**src/rtl/c64_bus_arbiter_if.sv**
```systemverilog
// Shared memory-bus bundle between cpu6510, VIC-II DMA and the RAM/IO decode.
// The arbiter uses the master modport; CPU/VIC/memory side models use slave.
interface c64_bus_arbiter_if;
    logic [15:0] cpu_ab;
    logic [7:0]  cpu_do;
    logic        cpu_we;
    logic        cpu_rdy;
    logic [15:0] vic_ab;
    logic        vic_dma_req;
    logic [15:0] mem_ab;
    logic [7:0]  mem_do;
    logic        mem_we;
    logic        phase;
    logic        ba;
    logic        aec;
    // Arbiter state for observation: 0 = IDLE, 1 = BA_WAIT, 2 = STEAL
    logic [1:0]  dbg_state;
    logic [2:0]  dbg_cnt;

    modport master (
        input  cpu_ab, cpu_do, cpu_we, vic_ab, vic_dma_req,
        output cpu_rdy, mem_ab, mem_do, mem_we, phase, ba, aec, dbg_state, dbg_cnt
    );

    modport slave (
        output cpu_ab, cpu_do, cpu_we, vic_ab, vic_dma_req,
        input  cpu_rdy, mem_ab, mem_do, mem_we, phase, ba, aec, dbg_state, dbg_cnt
    );
endinterface

```
**src/rtl/c64_bus_arbiter.sv**
```systemverilog
// phi1/phi2 bus arbiter between cpu6510 and VIC-II DMA, with BA lead before AEC steal.
// Optional macro CPU_WRITE_THROUGH_BA_EN lets CPU writes complete during the BA lead.
module c64_bus_arbiter #(
    parameter int unsigned BA_LEAD = 3  // legal range 1..7
) (
    input  logic                   clk,
    input  logic                   reset,
    c64_bus_arbiter_if.master      bus
);
    typedef enum logic [1:0] {
        IDLE    = 2'd0,
        BA_WAIT = 2'd1,
        STEAL   = 2'd2
    } state_t;

    localparam logic [2:0] LEAD_LAST = 3'(BA_LEAD - 1);

    state_t     state;
    logic [2:0] cnt;
    logic       phase;
    logic       wr_grant;
    logic       aec;

    // State only moves on the edge that closes phi2, i.e. the C64 cycle boundary.
    always_ff @(posedge clk or negedge reset) begin
        if (!reset) begin
            phase <= 1'b0;
            state <= IDLE;
            cnt   <= 3'd0;
        end else begin
            phase <= ~phase;
            if (phase) begin
                case (state)
                    IDLE: begin
                        if (bus.vic_dma_req) begin
                            state <= BA_WAIT;
                            cnt   <= 3'd0;
                        end
                    end
                    BA_WAIT: begin
                        if (!bus.vic_dma_req) begin
                            state <= IDLE;
                            cnt   <= 3'd0;
                        end else if (cnt == LEAD_LAST) begin
                            state <= STEAL;
                        end else begin
                            cnt <= cnt + 3'd1;
                        end
                    end
                    STEAL: begin
                        if (!bus.vic_dma_req) begin
                            state <= IDLE;
                            cnt   <= 3'd0;
                        end
                    end
                    default: begin
                        state <= IDLE;
                        cnt   <= 3'd0;
                    end
                endcase
            end
        end
    end

`ifdef CPU_WRITE_THROUGH_BA_EN
    // The 6510 ignores RDY on write cycles, so writes still own phi2 during the lead.
    assign wr_grant = bus.cpu_we;
`else
    assign wr_grant = 1'b0;
`endif

    // phase gates everything, so the CPU can advance at most once per C64 cycle.
    assign aec = phase && ((state == IDLE) || ((state == BA_WAIT) && wr_grant));

    assign bus.phase     = phase;
    assign bus.ba        = (state == IDLE);
    assign bus.aec       = aec;
    assign bus.cpu_rdy   = aec;
    assign bus.mem_ab    = aec ? bus.cpu_ab : bus.vic_ab;
    assign bus.mem_do    = bus.cpu_do;
    assign bus.mem_we    = aec && bus.cpu_we;
    assign bus.dbg_state = state;
    assign bus.dbg_cnt   = cnt;
endmodule

```
**src/flat_wrapper.sv**
```systemverilog
// flat-port wrapper written by rule: the top's interface ports become plain ports
module c64_bus_arbiter_flat 
#(
    parameter int unsigned BA_LEAD = 3                     
)
  (clk, reset, bus_cpu_ab, bus_cpu_do, bus_cpu_we, bus_vic_ab, bus_vic_dma_req, bus_cpu_rdy, bus_mem_ab, bus_mem_do, bus_mem_we, bus_phase, bus_ba, bus_aec, bus_dbg_state, bus_dbg_cnt);
  c64_bus_arbiter_if bus_i ();
  input  logic clk;
  input  logic reset;
  input wire logic [$bits(bus_i.cpu_ab)-1:0] bus_cpu_ab;
  input wire logic [$bits(bus_i.cpu_do)-1:0] bus_cpu_do;
  input wire logic [$bits(bus_i.cpu_we)-1:0] bus_cpu_we;
  input wire logic [$bits(bus_i.vic_ab)-1:0] bus_vic_ab;
  input wire logic [$bits(bus_i.vic_dma_req)-1:0] bus_vic_dma_req;
  output wire logic [$bits(bus_i.cpu_rdy)-1:0] bus_cpu_rdy;
  output wire logic [$bits(bus_i.mem_ab)-1:0] bus_mem_ab;
  output wire logic [$bits(bus_i.mem_do)-1:0] bus_mem_do;
  output wire logic [$bits(bus_i.mem_we)-1:0] bus_mem_we;
  output wire logic [$bits(bus_i.phase)-1:0] bus_phase;
  output wire logic [$bits(bus_i.ba)-1:0] bus_ba;
  output wire logic [$bits(bus_i.aec)-1:0] bus_aec;
  output wire logic [$bits(bus_i.dbg_state)-1:0] bus_dbg_state;
  output wire logic [$bits(bus_i.dbg_cnt)-1:0] bus_dbg_cnt;
  assign bus_i.cpu_ab = bus_cpu_ab;
  assign bus_i.cpu_do = bus_cpu_do;
  assign bus_i.cpu_we = bus_cpu_we;
  assign bus_i.vic_ab = bus_vic_ab;
  assign bus_i.vic_dma_req = bus_vic_dma_req;
  assign bus_cpu_rdy = bus_i.cpu_rdy;
  assign bus_mem_ab = bus_i.mem_ab;
  assign bus_mem_do = bus_i.mem_do;
  assign bus_mem_we = bus_i.mem_we;
  assign bus_phase = bus_i.phase;
  assign bus_ba = bus_i.ba;
  assign bus_aec = bus_i.aec;
  assign bus_dbg_state = bus_i.dbg_state;
  assign bus_dbg_cnt = bus_i.dbg_cnt;
  c64_bus_arbiter #(.BA_LEAD(BA_LEAD)) u_core (.clk(clk), .reset(reset), .bus(bus_i));
endmodule
```
**config.mk**
```make
export PLATFORM = sky130hd
export DESIGN_NAME = c64_bus_arbiter_flat
export DESIGN_NICKNAME = d
export VERILOG_FILES = /design/src/rtl/c64_bus_arbiter_if.sv /design/src/rtl/c64_bus_arbiter.sv /design/src/flat_wrapper.sv
export SDC_FILE = /design/constraint.sdc
export NUM_CORES = 1
export LEC_CHECK = 0
export CAP_MARGIN = 20
export CORE_UTILIZATION = 25
export CTS_BUF_LIST = sky130_fd_sc_hd__clkbuf_4 sky130_fd_sc_hd__clkbuf_8
export DETAILED_ROUTE_END_ITERATION = 8
export PLACE_DENSITY = 0.81
export SLEW_MARGIN = 20
export SYNTH_ARGS = -nofsm -noshare
export SYNTH_HDL_FRONTEND = slang
export SYNTH_SLANG_ARGS = --single-unit
```
**constraint.sdc**
```tcl
create_clock -name clk -period 1.72 [get_ports clk]
set_input_delay 0.344 -clock clk [delete_from_list [all_inputs] [get_ports clk]]
set_output_delay 0.344 -clock clk [all_outputs]
set_load 0.01 [all_outputs]
```
# --- Yosys cells after proc, flatten, opt, wreduce, memory -nomap -nowiden ---
# Cells that the tools add are included.
totals:
  reg_bits: 6
  input_bits: 44
  out_inout_bits: 34
op_classes:
  n_addsub: 1
  n_eq_ne: 7
  mux: 11
  bitwise: 1
  n_reduce_logical: 5
ops:
  columns: ["operator", "n"]
  rows:
  - ["$mux W16", 1]
  - ["$mux W3", 4]
  - ["$pmux W3 S3", 1]
  - ["$mux W2", 4]
  - ["$reduce_and A4 Y1", 2]
  - ["$pmux W2 S3", 1]
  - ["$ne A2 B2 Y1 const B", 2]
  - ["$add A3 B1 Y3 const B", 1]
  - ["$eq A3 B2 Y1 const B", 1]
  - ["$ne A3 B2 Y1 const B", 1]
  - ["$ne A3 B3 Y1 const B", 1]
  - ["$eq A2 B1 Y1 const B", 1]
  - ["$eq A2 B2 Y1 const B", 1]
  - ["$logic_and A1 B1 Y1", 2]
  - ["$logic_not A2 Y1", 1]
  - ["$not A1 Y1", 1]

# --- Logic depth before layout (Yosys ltp) ---
logic_depth:
  ltp_word: 4
  mapped_depth: 5
  mapped_depth_nobuf: 5

# --- Least setup slack after synthesis ---
# No wires, ideal clock.
synth_path:
  kind: "register to output"
  from: "register u_core.state[1], in the netlist u_core.bus.dbg_state[1]"
  to: "output bus_mem_ab[10]"
  arrival_time_ns: 1.439
  t_required_ns: 1.376
  slack_ns: -0.063
  path_stages_with_launch: 5
  n_path_buf: 2
  cell_sequence: "dfrtp_1 > buf_12 > nor3_4 > buf_12 > mux2_4"
synth_between:
  elab_chain_len: 3
synth_lines:
  columns: ["item", "line", "source"]
  rows:
  - ["from (decl)", "c64_bus_arbiter.sv:18", "state_t state;"]
  - ["from (signal assigned)", "c64_bus_arbiter.sv:28", "state <= IDLE;"]
  - ["from (signal assigned)", "c64_bus_arbiter.sv:36", "state <= BA_WAIT;"]
  - ["from (signal assigned)", "c64_bus_arbiter.sv:42", "state <= IDLE;"]
  - ["$logic_not A2 Y1", "c64_bus_arbiter.sv:73", "assign aec = phase && ((state == IDLE) || ((state == BA_WAIT) && wr_grant));"]
  - ["$logic_and A1 B1 Y1", "c64_bus_arbiter.sv:73", null]
  - ["via bus_aec", "flat_wrapper.sv:21", "output wire logic [$bits(bus_i.aec)-1:0] bus_aec;"]
  - ["$mux W16", "c64_bus_arbiter.sv:79", "assign bus.mem_ab = aec ? bus.cpu_ab : bus.vic_ab;"]
  - ["to (decl)", "flat_wrapper.sv:16", "output wire logic [$bits(bus_i.mem_ab)-1:0] bus_mem_ab;"]
# The timed path passes the listed nets, and every way through them passes these cells.

# --- Worst setup path in the final report ---
layout_path:
  from: "register u_core.phase, in the netlist u_core.bus.phase"
  to: "output bus_mem_ab[1]"
layout_between:
  elab_chain_len: 2
layout_lines:
  columns: ["item", "line", "source"]
  rows:
  - ["from (decl)", "c64_bus_arbiter.sv:20", "logic phase;"]
  - ["from (signal assigned)", "c64_bus_arbiter.sv:31", "phase <= ~phase;"]
  - ["$logic_and A1 B1 Y1", "c64_bus_arbiter.sv:73", null]
  - ["$mux W16", "c64_bus_arbiter.sv:79", null]
# Every way passes these cells.

==> impl_metrics.py <==
metrics = {
    "run_status": {
        "status": "finished, violations left",
        "violations": "negative setup slack",
    },
    "power": {
        "ir_worst_vdd_mv": 0.513,
        "p_comb_share_pct": 73.9,
        "switching_share_pct": 35.0,
        "p_int_uw": 963,
        "power.density_mw_per_mm2": 1010,
        "p_leak_uw": 0.000677,
        "power.share.clock_pct": 10.7,
        "finalPower_uw": 1480,
        "p_sw_uw": 520,
        "pwr-share-seq_pct": 15.4,
    },
    "drt": {
        "drt_drc_violations_left": 0,
        "postRouteAntennaNets": 0,
        "wl_per_cell_um": 16.9,
        "vias": 801,
        "firstDrtPassIters": 3,
        "drt-total-wl_mm": 2.76,
        "vias_per_cell": 4.91,
        "drtIter0Drc": 10,
    },
    "timing": {
        "fin_crit_ns": 1.96,
        "finalSetupViolCount": 16,
        "drv_slew": 0,
        "tns_ns": -3.36,
        "worst_slew_pin_slew_ns": 0.287,
        "relSlewSlack_pct": 80.8,
        "max_freq_mhz": 510,
        "fin_crit_sh_pct": 114,
        "rsz0062_at_grt": "true",
        "setup_ws_ns": -0.240,
        "timing.final.hold_violations": 0,
        "fin_skew_ns": 0.00689,
    },
    "clock_network": {
        "cts_tree": "built",
        "cts_buffer_depth": 2,
        "clock_latency_ns": 0.25,
        "clkTransAtPathRegs_ns": 0.05,
        "clock_sinks": 6,
        "cts-buffers-inserted": 3,
        "htree_levels": 1,
        "cts_root_buf": "clkbuf_4",
    },
    "floorplanning": {
        "die_w_um": 54.8,
        "die_h_um": 54.8,
        "dieArea_mm2": 0.00300,
        "core-area_mm2": 0.00254,
        "rows": 18,
        "io-pin-count": 78,
        "start_util_pct": 27.4,
    },
    "finish": {
        "ff_latch_area_um2": 151,
        "drive_gt1_share_pct": 45.9,
        "area_delta_synth_final_pct": 110,
        "final_common_cell": "clkdlybuf4s50_1",
        "fillCellCount": 212,
        "layout.nets": 180,
        "antenna_cells": 0,
        "layout_common_cells": "40 x clkdlybuf4s50_1, 24 x buf_6, 16 x mux2_4, 7 x buf_4",
        "multiInputGateArea_um2": 464,
    },
    "worst_setup_path": {
        "r2r_cells": 5,
        "start_kind": "register",
        "crit_buf_inv": 3,
        "critical-path-top-delay-family": "buffers and inverters",
        "slowest_stage": "dfrtp_2",
        "cp.arrival_ns": 1.62,
        "crit_path_end_kind": "output pin",
        "rr_startpoint": "u_core.bus.dbg_cnt[0]",
        "crit_type": "register to output pin",
        "r2r_end": "u_core.bus.dbg_cnt[0]",
        "required_ns": 1.38,
        "crit_fanout": 7,
        "reg2reg_setup_slack_ns": 0.24,
        "max_stage_delay_ns": 0.36,
        "path_cells": "inv_2 -> nor3_4 -> buf_4 -> mux2_4 -> buf_6",
    },
    "logic_synthesis": {
        "syn_avg_cell_area_um2": 10.6,
        "synthArstFlopShare_pct": 100,
        "ys.flop_type": "dfrtp_1",
        "seq_area_frac_synth_pct": 21.5,
        "syn_area_um2": 697,
        "yosys_warnings": 0,
        "synth_edf_count": 0,
        "synth_nets": 112,
        "synth_cell_type_count": 30,
        "ys_seq_elements": 6,
        "netlist_instances": 66,
    },
    "global_route": {
        "track_usage_pct": 18.9,
        "antenna_found_initial": 0,
        "grt_max_degree": 8,
        "grt-ovfl-total": 0,
        "grt_pass1_wl_mm": 3.80,
        "grt_pass1_vias": 817,
    },
    "flow_run": {
        "maxCapViolCount": 0,
    },
    "min_path": {
        "hold_class": "input pin to asynchronous set/reset pin",
    },
    "placed_design": {
        "port-buffer-count": 61,
        "place_ws_ns": -0.221,
        "place_hpwl_mm": 1.98,
        "gp_congestion": 0.830,
    },
}
[power groups by stage]
stage	registers, uW	clock network [uW]	logic, uW
finish	228	159	1100
global placement	221	0	886
CTS	226	166	1080
floorplan	239	0	497
global route	237	179	1180
detailed placement	227	0	902
[what timing repair did]
item | 4_1_cts | 5_1_grt
hold buffers | 0 | 0
resized for setup | 108 | 9
pin swaps | 1 | 1
cloned | 1 | 0
endpoints found under the setup margin | 20 | 23
setup buffers | 7 | 1
[sequential cells by signal, indices dropped and copies added, names as in the netlist]
register and cells:
u_core.bus.dbg_cnt 3, u_core.bus.dbg_state 2, u_core.bus.phase 1
[kinds of logic after synthesis]
logic type / after synthesis / synth area share, %
multiplexers: 16 / 30.7
adder cells (fa/ha/maj): 2 / 3.59
buffers and inverters: 18 / 19.2
AND/OR/NAND/NOR: 11 / 12.2
AO/OA/AOI/OAI: 12 / 11.5
XOR/XNOR: 1 / 1.26
flip-flops: 6 / 21.5
[how the worst max path moves through the flow]
stage | startpoint | to | slack, ns | cells after the start
floorplan | u_core.bus.dbg_state[1] | bus_mem_ab[10] | -0.004 | 4
global placement | u_core.bus.phase | bus_mem_ab[8] | -0.21 | 5
detailed placement | u_core.bus.phase | bus_mem_ab[10] | -0.22 | 5
CTS | u_core.bus.dbg_state[1] | bus_mem_ab[3] | -0.26 | 5
global route | u_core.bus.phase | bus_mem_ab[1] | -0.29 | 5
finish | u_core.bus.phase | bus_mem_ab[1] | -0.24 | 5
[routing by layer]
metal  share of wire, %  up-vias  global-route usage, %
li1                   -      366                      -
met1                 35      379                   18.8
met2                 53       48                   33.5
met3                9.5        8                   5.56
met4                3.0        0                   12.4
met5                  0        -                      0
[per-stage QoR]
step | area [um2] | instances | utilization [%] | hold WS, ns
2_1_floorplan | 698 | 66 | - | 0.0484
3_3_place_gp | 1290 | 153 | 50.9 | 0.577
3_5_place_dp | 1290 | 153 | 50.9 | 0.583
4_1_cts | 1450 | 165 | 57.0 | 0.337
5_1_grt | 1460 | 163 | 57.4 | 0.341
6_report | 1460 | 163 | 57.4 | 0.340
[cell usage after synthesis, types with 2 or more instances]
cell | instances | area [um2]
dfrtp_1 | 6 | 150
mux2_4 | 9 | 135
inv_1 | 5 | 18.8
buf_4 | 9 | 67.6
a21oi_1 | 3 | 15.0
mux2_2 | 7 | 78.8
o22ai_1 | 2 | 12.5
buf_12 | 2 | 40.0
ha_1 | 2 | 25.0
[area by class of cell]
type,count,share of cell area [%]
inverters,6,1.54
well taps,30,2.57
flip-flops and latches,6,10.4
multi-input cells,42,31.8
repair buffers,75,51.7
clock buffers,4,2.05
No activity file was read; power rests on OpenSTA's default activity.
